<file path="src/rtl/ysyx_22040759_br_ctrl.sv">
`default_nettype none
// ============================================================================
//  Module   : ysyx_22040759_br_ctrl
//  Brief    : EX-stage branch resolution controller. Detects a mispredicted
//             static-not-taken fetch, raises a one-cycle flush and holds a
//             redirect to the IFU until accepted. Also keeps branch counters.
//  Revision : 1.0 - initial release
// ============================================================================
module ysyx_22040759_br_ctrl #(
    parameter int XLEN  = 64,
    parameter int CNT_W = 32
) (
    input  logic             clk,
    input  logic             rst_n,
    input  logic             ex_valid,
    output logic             ex_ready,
    input  logic             ex_is_br,
    input  logic [XLEN-1:0]  ex_next_pc,
    input  logic [XLEN-1:0]  ex_pc,
    input  logic [XLEN-1:0]  pred_pc,
    output logic             flush,
    output logic             redir_valid,
    output logic [XLEN-1:0]  redir_pc,
    input  logic             redir_ready,
    input  logic             cnt_clr,
    output logic [CNT_W-1:0] br_cnt,
    output logic [CNT_W-1:0] taken_cnt,
    output logic [CNT_W-1:0] mis_cnt
);

    typedef enum logic [0:0] {
        ST_IDLE  = 1'b0,
        ST_REDIR = 1'b1
    } state_e;

    localparam logic [XLEN-1:0]  C_PC_STEP = XLEN'(4);
    localparam logic [CNT_W-1:0] C_CNT_ONE = CNT_W'(1);

    state_e           state_q, state_d;
    logic             flush_q, flush_d;
    logic             redir_valid_q, redir_valid_d;
    logic [XLEN-1:0]  redir_pc_q, redir_pc_d;
    logic [CNT_W-1:0] br_cnt_q, br_cnt_d;
    logic [CNT_W-1:0] taken_cnt_q, taken_cnt_d;
    logic [CNT_W-1:0] mis_cnt_q, mis_cnt_d;

    logic ex_fire;
    logic br_taken;
    logic mispredict;

    // EX may only hand over an instruction while no redirect is outstanding.
    assign ex_ready   = (state_q == ST_IDLE);
    assign ex_fire    = ex_valid & ex_ready & ex_is_br;
    assign br_taken   = (ex_next_pc != (ex_pc + C_PC_STEP));
    assign mispredict = ex_fire & (ex_next_pc != pred_pc);

    // Next-state logic: enter REDIR on a mispredict, leave on the IFU handshake.
    always_comb begin
        state_d       = state_q;
        flush_d       = 1'b0;
        redir_valid_d = redir_valid_q;
        redir_pc_d    = redir_pc_q;
        unique case (state_q)
            ST_IDLE: begin
                if (mispredict) begin
                    state_d       = ST_REDIR;
                    flush_d       = 1'b1;
                    redir_valid_d = 1'b1;
                    redir_pc_d    = ex_next_pc;
                end
            end
            ST_REDIR: begin
                if (redir_valid_q && redir_ready) begin
                    state_d       = ST_IDLE;
                    redir_valid_d = 1'b0;
                end
            end
            default: begin
                state_d       = ST_IDLE;
                redir_valid_d = 1'b0;
            end
        endcase
    end

    // Counter update; a clear wins over any increment in the same cycle.
    always_comb begin
        br_cnt_d    = br_cnt_q;
        taken_cnt_d = taken_cnt_q;
        mis_cnt_d   = mis_cnt_q;
        if (cnt_clr) begin
            br_cnt_d    = '0;
            taken_cnt_d = '0;
            mis_cnt_d   = '0;
        end else begin
            if (ex_fire)            br_cnt_d    = br_cnt_q + C_CNT_ONE;
            if (ex_fire && br_taken) taken_cnt_d = taken_cnt_q + C_CNT_ONE;
            if (mispredict)         mis_cnt_d   = mis_cnt_q + C_CNT_ONE;
        end
    end

    // State, redirect and counter registers; reset drops any pending redirect.
    always_ff @(posedge clk or negedge rst_n) begin
        if (!rst_n) begin
            state_q       <= ST_IDLE;
            flush_q       <= 1'b0;
            redir_valid_q <= 1'b0;
            redir_pc_q    <= '0;
            br_cnt_q      <= '0;
            taken_cnt_q   <= '0;
            mis_cnt_q     <= '0;
        end else begin
            state_q       <= state_d;
            flush_q       <= flush_d;
            redir_valid_q <= redir_valid_d;
            redir_pc_q    <= redir_pc_d;
            br_cnt_q      <= br_cnt_d;
            taken_cnt_q   <= taken_cnt_d;
            mis_cnt_q     <= mis_cnt_d;
        end
    end

    assign flush       = flush_q;
    assign redir_valid = redir_valid_q;
    assign redir_pc    = redir_pc_q;
    assign br_cnt      = br_cnt_q;
    assign taken_cnt   = taken_cnt_q;
    assign mis_cnt     = mis_cnt_q;

endmodule
`default_nettype wire

</file>
<file path="config.mk">
export PLATFORM = sky130hd
export DESIGN_NAME = ysyx_22040759_br_ctrl
export DESIGN_NICKNAME = d
export VERILOG_FILES = /design/src/rtl/ysyx_22040759_br_ctrl.sv
export SDC_FILE = /design/constraint.sdc
export NUM_CORES = 1
export LEC_CHECK = 0
export CAP_MARGIN = 25
export CORE_MARGIN = 2
export CORE_UTILIZATION = 42
export CTS_CLUSTER_SIZE = 12
export DETAILED_ROUTE_END_ITERATION = 8
export PLACE_DENSITY_LB_ADDON = 0.25
export SLEW_MARGIN = 20
export SYNTH_ARGS = -nofsm -noshare
export SYNTH_HDL_FRONTEND = slang
export SYNTH_SLANG_ARGS = --single-unit
</file>
<file path="constraint.sdc">
create_clock -name clk -period 2.4 [get_ports clk]
set_input_delay 0.72 -clock clk [delete_from_list [all_inputs] [get_ports clk]]
set_output_delay 0.72 -clock clk [all_outputs]
set_load 0.01 [all_outputs]
</file>
Yosys cells after proc, flatten, opt, wreduce, memory -nomap -nowiden. Cells that the tools add are included.

Bits in registers: 163. Logic and storage cells: 39. Input bits: 198.

Add/subtract/negate cells: 4. Reduce and logical (&&, ||, !) cells: 7. Equality and inequality tests: 4. Mux-type cells: 13. Bitwise logic cells: 4.

Operator list (number): $mux 32 (6); $ne 64x64->1 (2); $add 32x1->32 const B (3); $add 64x3->64 const B (1); $reduce_bool 2->1 (3); $mux 1 (5); $ne 2x1->1 const B (2); $pmux 1 s2 (2); $reduce_and 2->1 (2); $and 1x1->1 (3); $logic_and 1x1->1 (2); $not 1->1 (1).

Logic depth before layout (Yosys ltp). Gate-level depths: netlist of the first run.

Word-level depth: 6. Mapped depth: 14.

Worst setup path after synthesis of the first run. OpenSTA, ideal clock, no wires.

Path type: input to register. Start: in ex_pc[10]. End: reg taken_cnt_q[26] (netlist: taken_cnt[26]). Stages on the path: 13. Slack: -1.175 ns. Library setup time: 0.123 ns. Arrival time: 3.452 ns. Cells stage by stage: buf_2 > nand4_2 > or4_1 > buf_2 > or4_4 > or3_1 > a2bb2oi_1 > nor4b_2 > nand4_1 > buf_6 > buf_6 > mux2i_1 > nand2_1.

Word-level cells in the longest chain between the ends: 4.

RTL lines: start: declaration (RTL line 19) `input logic [XLEN-1:0] ex_pc,`; $add 64x3->64 (RTL line 54) `assign br_taken = (ex_next_pc != (ex_pc + C_PC_STEP));`; $ne 64x64->1 (RTL line 54); $logic_and 1x1->1 (RTL line 96) `if (ex_fire && br_taken) taken_cnt_d = taken_cnt_q + C_CNT_ONE;`; $reduce_bool 2->1 (no line); end signal: assignment (RTL line 117) `taken_cnt_q <= taken_cnt_d;`; end: declaration (RTL line 44) `logic [CNT_W-1:0] taken_cnt_q, taken_cnt_d;`.

No other way between the ends. A chain may end at the register's enable or synchronous reset.

Final worst setup path of the first run.
Start: in ex_pc[38]. End: reg taken_cnt_q[2] (netlist: taken_cnt[2]).

The elaborated chain is that of the path after synthesis.

==> summary.json, run 1 <==
{
  "power.ir.vdd_worst": {"value": 0.644, "unit": "mV"},
  "dpl.cell_count": {"value": 2043},
  "global_route.overflow_total": {"value": 0},
  "post-route-worst-setup-slack": {"value": -0.915, "unit": "ns"},
  "die_area": {"value": 26700, "unit": "µm²"},
  "final.setup_skew": {"value": 0.0117, "unit": "ns"},
  "post_synth.cell_area_avg": {"value": 9.29, "unit": "µm²"},
  "violations": {"value": "negative setup slack"},
  "r2r_slack": {"value": -0.13, "unit": "ns"},
  "final_max_slew_viol_count": {"value": 0},
  "cts.sink_count": {"value": 163},
  "grt_pass1_vias": {"value": 12400},
  "dieHeight": {"value": 163, "unit": "µm"},
  "boundaryPins": {"value": 361},
  "post_synth_num_cell_types": {"value": 60},
  "worst-endpoint-arrival": {"value": 3.63, "unit": "ns"},
  "grt_start_max_net_pins": {"value": 77},
  "max-slew-margin-rel": {"value": 55.0, "unit": "%"},
  "syn_nets": {"value": 1350},
  "finish.net_count": {"value": 1995},
  "critPathCapture": {"value": "taken_cnt[2]"},
  "fin_crit_sh": {"value": 138, "unit": "%"},
  "synth.top_cell.area_share": {"value": 38.2, "unit": "%"},
  "worstPathMaxFanout": {"value": 5},
  "synthDominantAreaCellType": {"value": "sky130_fd_sc_hd__dfrtp_1"},
  "post_layout_cell_count": {"value": 2138},
  "yosys.cell_count.top_type": {"value": "sky130_fd_sc_hd__dfrtp_1"},
  "detail_route.wirelength": {"value": 46200, "unit": "µm"},
  "floorplan.core_area": {"value": 25000, "unit": "µm²"},
  "fin_crit": {"value": 3.32, "unit": "ns"},
  "crit_type": {"value": "in -> reg"},
  "number_of_standard_cells_after_synthesis": {"value": 1148},
  "path_delay_family": {"value": "simple AND/OR/NAND/NOR gates"},
  "clock_tree_from_tritoncts": {"value": "yes"},
  "clock.fmax": {"value": 302, "unit": "MHz"},
  "cts_inserted_buffers": {"value": 17},
  "worst_flop_to_flop_path_endpoint": {"value": "taken_cnt[25]"},
  "rsz0062_at_grt": {"value": "true"},
  "die_x": {"value": 163, "unit": "µm"},
  "max_cap_violations": {"value": 0},
  "synth.ff_latch_count": {"value": 163},
  "drt_first_iter_violations": {"value": 926},
  "synth-async-reset-ratio": {"value": 100, "unit": "%"},
  "dr_total_vias": {"value": 11900},
  "hold_viol_final": {"value": 0},
  "synth_area": {"value": 10700, "unit": "µm²"},
  "drive_gt1_share": {"value": 35.7, "unit": "%"},
  "detail-route-antenna-nets": {"value": 0},
  "path_buf_inv": {"value": 4},
  "first_element_of_the_critical_path": {"value": "ex_pc[38]"},
  "clk_pin_slew_worst_paths": {"value": 0.08, "unit": "ns"},
  "finalHoldWorstSlack": {"value": 0.221, "unit": "ns"},
  "start_util": {"value": 42.6, "unit": "%"},
  "dpl.hpwl": {"value": 32200, "unit": "µm"},
  "ys_top_cells_by_area": {"value": "sky130_fd_sc_hd__dfrtp_1 38%, sky130_fd_sc_hd__xnor2_1 11%, sky130_fd_sc_hd__mux2_2 6.8%, sky130_fd_sc_hd__xor2_1 5.0%, sky130_fd_sc_hd__nand4_1 3.5%"},
  "antenna_found_initial": {"value": 1},
  "outcome": {"value": "finished with violations"},
  "clockBufferDepth": {"value": 2},
  "cp_data_required_time": {"value": 2.71, "unit": "ns"},
  "detail_route.vias_per_cell": {"value": 5.58},
  "critical_path.reg2reg.startpoint": {"value": "state_q"},
  "worst_pin_slew": {"value": 0.675, "unit": "ns"},
  "io_buffers": {"value": 360},
  "grt.total_usage": {"value": 33.8, "unit": "%"},
  "post_synth_most_frequent_cells": {"value": "163 x sky130_fd_sc_hd__dfrtp_1, 131 x sky130_fd_sc_hd__xnor2_1, 88 x sky130_fd_sc_hd__nand2_1, 86 x sky130_fd_sc_hd__nor2_1, 69 x sky130_fd_sc_hd__nand3_1"},
  "detail_route.drc_violations": {"value": 0},
  "first_pass_grt_wire_length": {"value": 69100, "unit": "µm"},
  "min_path_type": {"value": "in -> async"},
  "cts_htree_levels": {"value": 4},
  "setup_viol": {"value": 67},
  "layout-area-overhead-vs-synth": {"value": 77.7, "unit": "%"},
  "power.static_leakage": {"value": 0.00849, "unit": "µW"},
  "synth_sequential_area_ratio": {"value": 38.2, "unit": "%"},
  "synth_ff_type": {"value": "sky130_fd_sc_hd__dfrtp_1"},
  "timing.critical_path.slowest_stage_cell": {"value": "sky130_fd_sc_hd__or4_4"},
  "clk_latency": {"value": 0.44, "unit": "ns"},
  "number_of_warnings_issued_by_yosys": {"value": 0},
  "reg2reg_depth": {"value": 10},
  "place_congestion": {"value": 0.959},
  "path_cells": {"value": "buf_6 > nand4_1 > or4_4 > or4_4 > or3_4 > a2bb2oi_2 > nor4b_4 > nand4_1 > buf_6 > buf_12 > buf_12 > or4b_4 > o211ai_1"},
  "start_kind": {"value": "input port"},
  "ctsRootBufferMaster": {"value": "sky130_fd_sc_hd__clkbuf_16"},
  "synth_enable_flop_cells": {"value": 0},
  "cp_slowest_stage_delay": {"value": 0.54, "unit": "ns"},
  "pwr_cell_area": {"value": 579, "unit": "nW/µm²"},
  "routed_wire_length_per_instance": {"value": 21.6, "unit": "µm"},
  "worst_setup_path_end_kind": {"value": "register"},
  "worst-path-stages": {"value": 13},
  "placementRows": {"value": 58},
  "drt_first_pass_iters": {"value": 5}
}
-- cell type report --
class                   count  area [µm²]
multi-input cells         920        7580
well taps                 330         413
clock buffers              18         439
fillers                  1751        6080
diodes                      2        5.00
clock inverters            14         156
inverters                  21        86.3
flip-flops and latches    163        4080
repair buffers            670        6200
-- through the flow --
| stage | total power [µW] | setup TNS, ns | setup WS (ns) | instance area, µm² | util, % |
|---|---|---|---|---|---|
| after CTS | 10900 | -34.11 | -0.900 | 18500 | 74.0 |
| final | 11000 | -28.51 | -0.915 | 19000 | 75.7 |
| after floorplan | 4980 | -29.76 | -0.951 | 10900 | - |
| after detailed placement | 7320 | -163.93 | -1.89 | 16500 | 66.1 |
| after global placement | 7260 | -161.54 | -1.84 | 16500 | 66.1 |
| after global routing | 11400 | -40.29 | -1.03 | 19000 | 75.7 |
-- logic make-up (layout without fill, tap and decap cells) --
| kind of cell | Yosys count | after routing | synth area share [%] |
|---|---|---|---|
| fa+ha+maj | 4 | 4 | 0.469 |
| simple gates | 534 | 536 | 27.7 |
| other cells | 0 | 2 | 0 |
| flops | 163 | 163 | 38.2 |
| buf+inv | 67 | 723 | 2.71 |
| mux | 93 | 93 | 9.47 |
| xor+xnor | 192 | 192 | 15.8 |
| compound gates | 95 | 95 | 5.62 |
-- layer usage --
| metal | up-vias | global-route usage [%] | part of all wire, % |
|---|---|---|---|
| met5 | - | 0 | 0 |
| li1 | 5469 | - | - |
| met2 | 483 | 59.7 | 50 |
| met4 | 0 | 15.3 | 4.7 |
| met1 | 5855 | 39.4 | 39 |
| met3 | 116 | 7.11 | 6.0 |
-- power by group --
part / internal, µW / switching (µW)
Clock: 1430 / 1460
Combinational: 2670 / 1710
Sequential: 3330 / 384
-- cells in the final DEF, fill, tap and decap left out, drive strengths merged, types with 5 or more instances in the layout --
cell / instances
xor2: 61
nor4: 31
nor2: 86
nor3: 41
nand2b: 9
o211ai: 5
a21oi: 22
and2: 5
inv: 30
nor2b: 8
or3: 30
nand3b: 26
or2: 5
nand4: 60
and3: 23
dlygate4sd2: 64
mux2: 64
o2111ai: 5
or4b: 5
dfrtp: 163
clkdlybuf4s50: 175
or4: 7
buf: 364
nor3b: 5
nand3: 69
a31oi: 11
clkdlybuf4s15: 39
clkbuf: 44
and4: 20
xnor2: 131
mux2i: 29
o21ai: 28
nand2: 88
nor4b: 9
-- sequential cells by signal, indices dropped and copies added (netlist names) --
name / cells
taken_cnt: 32
state_q: 1
redir_pc: 64
br_cnt: 32
flush: 1
mis_cnt: 32
redir_valid: 1
-- how the worst min path moves through the flow --
| stage | from | endpoint | depth (start not counted) |
|---|---|---|---|
| 6_report | rst_n | br_cnt[15] | 1 |
| 3_3_place_gp | redir_pc[4] | redir_pc[4] | 2 |
| 2_1_floorplan | rst_n | br_cnt[0] | 0 |
| 4_1_cts | rst_n | br_cnt[13] | 1 |
| 3_5_place_dp | redir_pc[4] | redir_pc[4] | 2 |
| 5_1_grt | rst_n | br_cnt[10] | 1 |
-- what timing repair did --
item                                    4_1_cts  5_1_grt
endpoints found under the setup margin      145      134
setup buffers                                40       20
hold buffers                                  0        0
cloned                                       17        3
gates resized for setup                     595      179
pin swaps                                   115      113
(Power assumes the default switching activity.)
==> run 2: changes to the inputs <==
--- a/config.mk
+++ b/config.mk
@@ -6,7 +6,6 @@
 export NUM_CORES = 1
 export LEC_CHECK = 0
 export CAP_MARGIN = 25
-export CORE_MARGIN = 2
 export CORE_UTILIZATION = 42
 export CTS_CLUSTER_SIZE = 12
 export DETAILED_ROUTE_END_ITERATION = 8
==> run 2 against run 1 <==
Combinational power is 3% higher; sequential cell count stayed put; core utilization grew 0.94 points; setup slack improved by 0.069 ns; largest cell class unchanged; sequential power about the same; critical path depth is 1 lower; clock power down 4%; largest power group unchanged; the run still ends with negative setup slack left.
==> summary.json, run 2 (synthesis gave the netlist of run 1 again) <==
{
  "violations": {"value": "negative setup slack", "change": "unchanged"},
  "worst_setup_path_end_kind": {"value": "register", "change": "unchanged"},
  "cts_htree_levels": {"value": 4, "change": "unchanged"},
  "place_congestion": {"value": 0.962, "change": "was 0.959"},
  "max_cap_violations": {"value": 0, "change": "unchanged"},
  "worstPathMaxFanout": {"value": 5, "change": "unchanged"},
  "pwr_cell_area": {"value": 583, "unit": "nW/µm²", "change": "was 579 nW/µm²"},
  "start_kind": {"value": "input port", "change": "unchanged"},
  "grt_pass1_vias": {"value": 12300, "change": "was 12400"},
  "cts.sink_count": {"value": 163, "change": "unchanged"},
  "setup_viol": {"value": 128, "change": "was 67"},
  "crit_type": {"value": "in -> reg", "change": "unchanged"},
  "finalHoldWorstSlack": {"value": 0.199, "unit": "ns", "change": "was 0.221 ns"},
  "floorplan.core_area": {"value": 24600, "unit": "µm²", "change": "was 25000 µm²"},
  "worst-endpoint-arrival": {"value": 3.60, "unit": "ns", "change": "was 3.63 ns"},
  "power.static_leakage": {"value": 0.00844, "unit": "µW", "change": "was 0.00849 µW"},
  "clk_latency": {"value": 0.44, "unit": "ns", "change": "about the same"},
  "dr_total_vias": {"value": 12000, "change": "was 11900"},
  "drt_first_iter_violations": {"value": 1101, "change": "was 926"},
  "hold_viol_final": {"value": 0, "change": "unchanged"},
  "detail_route.vias_per_cell": {"value": 5.62, "change": "was 5.58"},
  "layout-area-overhead-vs-synth": {"value": 76.8, "unit": "%", "change": "was 77.7%"},
  "first_pass_grt_wire_length": {"value": 69500, "unit": "µm", "change": "was 69100 µm"},
  "totalNegativeSetupSlack": {"value": -40.44, "unit": "ns", "change": "was -28.51 ns"},
  "most_frequent_cp_cell": {"value": "sky130_fd_sc_hd__or4_4"},
  "cp_slowest_stage_delay": {"value": 0.56, "unit": "ns", "change": "was 0.54 ns"},
  "dpl.hpwl": {"value": 33500, "unit": "µm", "change": "was 32200 µm"},
  "commonest_non_fill_non_tap_cell_in_the_layout": {"value": "sky130_fd_sc_hd__buf_4", "change": "unchanged"},
  "fill_cells": {"value": 1630, "change": "was 1751"},
  "preCtsSetupSlack": {"value": -1.86, "unit": "ns", "change": "was -1.89 ns"},
  "clockBufferDepth": {"value": 2, "change": "unchanged"},
  "io_buffers": {"value": 360, "change": "unchanged"},
  "start_util": {"value": 43.4, "unit": "%", "change": "was 42.6%"},
  "min_path_type": {"value": "in -> async", "change": "unchanged"},
  "routed_wire_length_per_instance": {"value": 21.2, "unit": "µm", "change": "was 21.6 µm"},
  "cp_data_required_time": {"value": 2.75, "unit": "ns", "change": "was 2.71 ns"},
  "fin_crit": {"value": 3.25, "unit": "ns", "change": "was 3.32 ns"},
  "fin_crit_sh": {"value": 135, "unit": "%", "change": "was 138%"},
  "dieHeight": {"value": 161, "unit": "µm", "change": "was 163 µm"},
  "path_cells": {"value": "clkdlybuf4s15_2 > inv_1 > or4_4 > or4_4 > or3_1 > nand3_2 > nor4b_4 > nand4_1 > buf_6 > buf_12 > or4b_1 > o211ai_1", "change": "was buf_6 > nand4_1 > or4_4 > or4_4 > or3_4 > a2bb2oi_2 > nor4b_4 > nand4_1 > buf_6 > buf_12 > buf_12 > or4b_4 > o211ai_1"},
  "timing.critical_path.slowest_stage_cell": {"value": "sky130_fd_sc_hd__or4_4", "change": "unchanged"},
  "max-slew-margin-rel": {"value": 38.6, "unit": "%", "change": "was 55.0%"},
  "worst_pin_slew": {"value": 0.921, "unit": "ns", "change": "was 0.675 ns"},
  "final.setup_skew": {"value": 0.0133, "unit": "ns", "change": "was 0.0117 ns"},
  "detail_route.wirelength": {"value": 45400, "unit": "µm", "change": "was 46200 µm"},
  "largest_register_ffs": {"value": 64, "change": "unchanged"},
  "finish.net_count": {"value": 2003, "change": "was 1995"},
  "critical_path.reg2reg.startpoint": {"value": "state_q", "change": "unchanged"},
  "post-route-worst-setup-slack": {"value": -0.847, "unit": "ns", "change": "was -0.915 ns"},
  "detail_route.drc_violations": {"value": 0, "change": "unchanged"},
  "r2r_slack": {"value": -0.15, "unit": "ns", "change": "was -0.13 ns"},
  "mostFrequentLayoutCells": {"value": "267 x sky130_fd_sc_hd__buf_4, 175 x sky130_fd_sc_hd__clkdlybuf4s50_1, 162 x sky130_fd_sc_hd__dfrtp_1", "change": "was 254 x sky130_fd_sc_hd__buf_4, 175 x sky130_fd_sc_hd__clkdlybuf4s50_1, 162 x sky130_fd_sc_hd__dfrtp_1"},
  "clock_tree_from_tritoncts": {"value": "yes", "change": "unchanged"},
  "die_area": {"value": 26000, "unit": "µm²", "change": "was 26700 µm²"},
  "clk_pin_slew_worst_paths": {"value": 0.07, "unit": "ns", "change": "was 0.08 ns"},
  "boundaryPins": {"value": 361, "change": "unchanged"},
  "cts_hold_buf": {"value": 0, "change": "unchanged"},
  "grt.total_usage": {"value": 34.8, "unit": "%", "change": "was 33.8%"},
  "rsz0062_at_grt": {"value": "true", "change": "unchanged"},
  "die_x": {"value": 161, "unit": "µm", "change": "was 163 µm"},
  "worst_flop_to_flop_path_endpoint": {"value": "taken_cnt[29]", "change": "was taken_cnt[25]"},
  "path_delay_family": {"value": "simple AND/OR/NAND/NOR gates", "change": "unchanged"},
  "drive_gt1_share": {"value": 35.6, "unit": "%", "change": "was 35.7%"},
  "final_max_slew_viol_count": {"value": 0, "change": "unchanged"},
  "power.ir.vdd_worst": {"value": 0.497, "unit": "mV", "change": "was 0.644 mV"},
  "placementRows": {"value": 57, "change": "was 58"},
  "path_buf_inv": {"value": 4, "change": "unchanged"},
  "detail-route-antenna-nets": {"value": 0, "change": "unchanged"},
  "global_route.overflow_total": {"value": 0, "change": "unchanged"},
  "reg2reg_depth": {"value": 11, "change": "was 10"},
  "drt_first_pass_iters": {"value": 5, "change": "unchanged"},
  "cts_inserted_buffers": {"value": 17, "change": "unchanged"},
  "first_element_of_the_critical_path": {"value": "ex_pc[39]", "change": "was ex_pc[38]"},
  "clock.fmax": {"value": 308, "unit": "MHz", "change": "was 302 MHz"},
  "antenna_found_initial": {"value": 4, "change": "was 1"},
  "grt_start_max_net_pins": {"value": 100, "change": "was 77"},
  "outcome": {"value": "finished with violations", "change": "unchanged"},
  "ctsRootBufferMaster": {"value": "sky130_fd_sc_hd__clkbuf_16", "change": "unchanged"}
}
==> run 2: cell count changes in the layout (fill, tap and decap cells not counted), sizes merged <==
| cell | previous run | this run |
|---|---|---|
| buf | 364 | 377 |
| clkbuf | 44 | 39 |
| clkdlybuf4s15 | 39 | 49 |
| clkinv | 4 | 7 |
| diode | 2 | 3 |
| dlygate4sd2 | 64 | 53 |
| inv | 30 | 28 |
| nand2 | 88 | 89 |
| or4b | 5 | 4 |
==> run 2: worst register-to-register path: stages, from the launching register on <==
cell,delay (ns)
sky130_fd_sc_hd__dfrtp_1,0.44
sky130_fd_sc_hd__nand3b_1,0.20
sky130_fd_sc_hd__nor4_1,0.35
sky130_fd_sc_hd__buf_4,0.18
sky130_fd_sc_hd__nand2b_1,0.08
sky130_fd_sc_hd__nor4_1,0.29
sky130_fd_sc_hd__buf_4,0.17
sky130_fd_sc_hd__nand4_1,0.12
sky130_fd_sc_hd__buf_4,0.18
sky130_fd_sc_hd__nor4b_1,0.31
sky130_fd_sc_hd__mux2i_1,0.12
sky130_fd_sc_hd__nand2_1,0.07
==> run 2: worst max path at each step <==
stage                    endpoint  cells after the start
global route         taken_cnt[3]                     14
floorplan           taken_cnt[10]                     12
detailed placement   taken_cnt[3]                     11
finish               taken_cnt[2]                     12
global placement     taken_cnt[3]                     12
CTS                  taken_cnt[3]                     13
==> run 2: timing repair <==
action | in CTS | in global routing
buffers inserted | 42 | 18
pin swaps | 136 | 95
gates resized for setup | 591 | 197
endpoints found under the setup margin | 134 | 131
cloned | 15 | 1
==> run 2: layer usage <==
layer | vias up | GRT usage [%] | wire length, µm
li1 | 5497 | - | -
met1 | 5912 | 43.0 | 18500
met2 | 529 | 59.8 | 22400
met3 | 102 | 6.63 | 2990
met4 | 2 | 13.7 | 1530
met5 | - | 0 | 13
==> run 2: final cells by class <==
cell class / count / area [µm²] / area share (%)
timing repair buffer: 678 / 6160 / 32.7
antenna: 3 / 7.51 / 0.0398
tap: 324 / 405 / 2.15
inverter: 21 / 86.3 / 0.458
clock buffer: 17 / 425 / 2.26
clock inverter: 15 / 166 / 0.882
sequential: 163 / 4080 / 21.6
multi-input combinational: 920 / 7530 / 39.9
==> run 2: power breakdown <==
group / internal [µW] / total [µW] / switching (µW)
logic: 2710 / 4500 / 1780
clock network: 1400 / 2780 / 1380
registers: 3330 / 3710 / 385
==> run 2: stage by stage <==
stage	area, µm²	utilization [%]	total power (µW)	std cells
3_3_place_gp	16700	67.7	7330	2054
5_1_grt	18900	76.7	11400	2141
3_5_place_dp	16700	67.7	7410	2054
6_report	18900	76.7	11000	2141
4_1_cts	18500	75.1	10900	2138
2_1_floorplan	10900	-	4980	1148
==> run 3: changes to the inputs <==
--- a/config.mk
+++ b/config.mk
@@ -9,6 +9,7 @@
 export CORE_UTILIZATION = 42
 export CTS_CLUSTER_SIZE = 12
 export DETAILED_ROUTE_END_ITERATION = 8
+export MAX_ROUTING_LAYER = met4
 export PLACE_DENSITY_LB_ADDON = 0.25
 export SLEW_MARGIN = 20
 export SYNTH_ARGS = -nofsm -noshare
==> run 3 against run 2 <==
Critical endpoint is now taken_cnt[16]; largest cell class unchanged; power rose by 1.4%; the flow still finishes with violations (negative setup slack); register-to-register slack lost 0.09 ns; setup slack got worse by 0.13 ns.
==> summary.json, run 3 (synthesis gave the netlist of run 1 again) <==
{
  "max-slew-margin-rel": {"value": 40.9, "unit": "%", "change": "was 38.6%"},
  "length_of_routed_met2_wiring": {"value": 24100, "unit": "µm", "change": "was 22400 µm"},
  "detail_route.wirelength.met1": {"value": 18800, "unit": "µm", "change": "was 18500 µm"},
  "die_x": {"value": 161, "unit": "µm", "change": "unchanged"},
  "layout-area-overhead-vs-synth": {"value": 78.8, "unit": "%", "change": "was 76.8%"},
  "dpl.cell_count": {"value": 2056, "change": "was 2054"},
  "detail-route-antenna-nets": {"value": 0, "change": "unchanged"},
  "grt.total_usage": {"value": 38.3, "unit": "%", "change": "was 34.8%"},
  "dr_total_vias": {"value": 12500, "change": "was 12000"},
  "die_area": {"value": 26000, "unit": "µm²", "change": "unchanged"},
  "start_util": {"value": 43.4, "unit": "%", "change": "unchanged"},
  "power.ir.vdd_worst": {"value": 0.518, "unit": "mV", "change": "was 0.497 mV"},
  "first_element_of_the_critical_path": {"value": "ex_pc[54]", "change": "was ex_pc[39]"},
  "detail_route.drc_violations": {"value": 0, "change": "unchanged"},
  "detail_route.vias_per_cell": {"value": 5.77, "change": "was 5.62"},
  "worstPathMaxFanout": {"value": 5, "change": "unchanged"},
  "drt_first_iter_violations": {"value": 1013, "change": "was 1101"},
  "power_switching_share": {"value": 31.9, "unit": "%", "change": "was 32.3%"},
  "cp_data_required_time": {"value": 2.74, "unit": "ns", "change": "was 2.75 ns"},
  "place_congestion": {"value": 1.00, "change": "was 0.962"},
  "rsz0062_at_grt": {"value": "true", "change": "unchanged"},
  "grt_pass1_vias": {"value": 12800, "change": "was 12300"},
  "clk_latency": {"value": 0.44, "unit": "ns", "change": "about the same"},
  "io_buffers": {"value": 360, "change": "unchanged"},
  "fill_cells": {"value": 1645, "change": "was 1630"},
  "maxUsedRoutingLayer": {"value": "met4", "change": "was met5"},
  "drt_first_pass_iters": {"value": 5, "change": "unchanged"},
  "fin_crit_sh": {"value": 141, "unit": "%", "change": "was 135%"},
  "cts_htree_levels": {"value": 4, "change": "unchanged"},
  "power": {"value": 11100, "unit": "µW", "change": "was 11000 µW"},
  "totalNegativeSetupSlack": {"value": -49.87, "unit": "ns", "change": "was -40.44 ns"},
  "hold_viol_final": {"value": 0, "change": "unchanged"},
  "dpl-instance-area": {"value": 16700, "unit": "µm²", "change": "about the same"},
  "setup_viol": {"value": 129, "change": "was 128"},
  "clock_tree_from_tritoncts": {"value": "yes", "change": "unchanged"},
  "clockBufferDepth": {"value": 2, "change": "unchanged"},
  "worst_pin_slew": {"value": 0.887, "unit": "ns", "change": "was 0.921 ns"},
  "wl_met3": {"value": 3670, "unit": "µm", "change": "was 2990 µm"},
  "r2r_slack": {"value": -0.24, "unit": "ns", "change": "was -0.15 ns"},
  "fin_crit": {"value": 3.38, "unit": "ns", "change": "was 3.25 ns"},
  "grt_start_max_net_pins": {"value": 99, "change": "was 100"},
  "placementRows": {"value": 57, "change": "unchanged"},
  "mostFrequentLayoutCells": {"value": "288 x sky130_fd_sc_hd__buf_4, 175 x sky130_fd_sc_hd__clkdlybuf4s50_1, 162 x sky130_fd_sc_hd__dfrtp_1", "change": "was 267 x sky130_fd_sc_hd__buf_4, 175 x sky130_fd_sc_hd__clkdlybuf4s50_1, 162 x sky130_fd_sc_hd__dfrtp_1"},
  "first_pass_grt_wire_length": {"value": 73800, "unit": "µm", "change": "was 69500 µm"},
  "post-route-worst-setup-slack": {"value": -0.976, "unit": "ns", "change": "was -0.847 ns"},
  "internal-power": {"value": 7590, "unit": "µW", "change": "was 7440 µW"},
  "drive_gt1_share": {"value": 35.8, "unit": "%", "change": "was 35.6%"},
  "final.setup_skew": {"value": 0.0135, "unit": "ns", "change": "was 0.0133 ns"},
  "violations": {"value": "negative setup slack", "change": "unchanged"},
  "worst_setup_path_end_kind": {"value": "register", "change": "unchanged"},
  "cts.sink_count": {"value": 163, "change": "unchanged"},
  "cts_hold_buf": {"value": 0, "change": "unchanged"},
  "clk_pin_slew_worst_paths": {"value": 0.08, "unit": "ns", "change": "was 0.07 ns"},
  "start_kind": {"value": "input port", "change": "unchanged"},
  "post_layout_cell_count": {"value": 2166, "change": "was 2141"},
  "worst-endpoint-arrival": {"value": 3.71, "unit": "ns", "change": "was 3.60 ns"},
  "min_path_type": {"value": "in -> async", "change": "unchanged"},
  "ctsRootBufferMaster": {"value": "sky130_fd_sc_hd__clkbuf_16", "change": "unchanged"},
  "routed_wire_length_per_instance": {"value": 22.5, "unit": "µm", "change": "was 21.2 µm"},
  "detail_route.wirelength": {"value": 48800, "unit": "µm", "change": "was 45400 µm"},
  "dpl.hpwl": {"value": 34100, "unit": "µm", "change": "was 33500 µm"},
  "critical_path.reg2reg.startpoint": {"value": "state_q", "change": "unchanged"},
  "layout.cell_area.non_filler": {"value": 19100, "unit": "µm²", "change": "was 18900 µm²"},
  "dieHeight": {"value": 161, "unit": "µm", "change": "unchanged"},
  "commonest_non_fill_non_tap_cell_in_the_layout": {"value": "sky130_fd_sc_hd__buf_4", "change": "unchanged"},
  "power.static_leakage": {"value": 0.00866, "unit": "µW", "change": "was 0.00844 µW"},
  "cts_inserted_buffers": {"value": 17, "change": "unchanged"},
  "boundaryPins": {"value": 361, "change": "unchanged"},
  "switchingPower": {"value": 3560, "unit": "µW", "change": "was 3550 µW"},
  "clock.fmax": {"value": 296, "unit": "MHz", "change": "was 308 MHz"},
  "floorplan.core_area": {"value": 24600, "unit": "µm²", "change": "unchanged"},
  "outcome": {"value": "finished with violations", "change": "unchanged"},
  "pwr_cell_area": {"value": 584, "unit": "nW/µm²", "change": "was 583 nW/µm²"},
  "antenna_found_initial": {"value": 2, "change": "was 4"},
  "worst_flop_to_flop_path_endpoint": {"value": "taken_cnt[31]", "change": "was taken_cnt[29]"},
  "largest_register_ffs": {"value": 64, "change": "unchanged"},
  "final_max_slew_viol_count": {"value": 0, "change": "unchanged"},
  "global_route.overflow_total": {"value": 0, "change": "unchanged"},
  "crit_type": {"value": "in -> reg", "change": "unchanged"},
  "combPwrFrac": {"value": 40.6, "unit": "%", "change": "was 40.9%"},
  "reg2reg_depth": {"value": 11, "change": "unchanged"},
  "finish.net_count": {"value": 2029, "change": "was 2003"},
  "power.share.sequential": {"value": 33.4, "unit": "%", "change": "was 33.8%"},
  "clockPowerShare": {"value": 26.0, "unit": "%", "change": "was 25.3%"},
  "max_cap_violations": {"value": 0, "change": "unchanged"}
}
-- run 3: power by group through the flow --
stage | registers, µW | clock network (µW) | logic (µW)
after global placement | 3680 | 0 | 3660
after detailed placement | 3700 | 0 | 3700
after floorplan | 3940 | 0 | 1050
final | 3720 | 2900 | 4520
after global routing | 3770 | 3030 | 4710
after CTS | 3690 | 2920 | 4470
-- run 3: layer usage --
layer	up-vias	GRT usage (%)
met5	-	-
met4	0	16.4
met3	139	6.57
met2	639	64.9
met1	6179	44.6
li1	5540	-
-- run 3: worst max path at each step --
stage	to	slack, ns	cells past startpoint
after global routing	taken_cnt[16]	-1.01	13
after detailed placement	taken_cnt[3]	-1.86	11
final	taken_cnt[16]	-0.98	13
after global placement	taken_cnt[2]	-1.81	12
after CTS	taken_cnt[23]	-0.82	13
after floorplan	taken_cnt[10]	-0.95	12
-- run 3: layout make-up --
class                   instances  area (µm²)  share of cell area, %
clock buffers                  18         439                   2.30
flip-flops and latches        163        4080                   21.4
repair buffers                704        6500                   34.1
clock inverters                14         161                  0.846
diodes                          2        5.00                 0.0262
well taps                     324         405                   2.12
multi-input cells             920        7400                   38.8
inverters                      21        83.8                  0.439
-- run 3: worst max-delay path: stages --
cell and delay, ns:
sky130_fd_sc_hd__buf_6 0.07, sky130_fd_sc_hd__and4_4 0.25, sky130_fd_sc_hd__or4b_4 0.47, sky130_fd_sc_hd__or4_4 0.56, sky130_fd_sc_hd__or3_1 0.38, sky130_fd_sc_hd__a2bb2oi_1 0.16, sky130_fd_sc_hd__nor4b_4 0.22, sky130_fd_sc_hd__nand4_1 0.15
sky130_fd_sc_hd__buf_6 0.18, sky130_fd_sc_hd__buf_12 0.15, sky130_fd_sc_hd__buf_16 0.14, sky130_fd_sc_hd__mux2i_4 0.18, sky130_fd_sc_hd__nand2_1 0.07
-- run 3: stage by stage --
| stage | hold slack [ns] | setup WS (ns) | utilization (%) |
|---|---|---|---|
| 3_5_place_dp | 0.473 | -1.86 | 67.8 |
| 5_1_grt | 0.137 | -1.01 | 77.5 |
| 6_report | 0.138 | -0.976 | 77.5 |
| 2_1_floorplan | 0.424 | -0.951 | - |
| 4_1_cts | 0.129 | -0.825 | 77.0 |
| 3_3_place_gp | 0.469 | -1.81 | 67.8 |
-- run 3: what timing repair did --
action                     4_1_cts  5_1_grt
buffers inserted                60       18
gates resized for setup        555      186
pin swaps                      145      108
setup endpoints to repair      138      146
cloned                          18        1
hold endpoints to repair         0        0
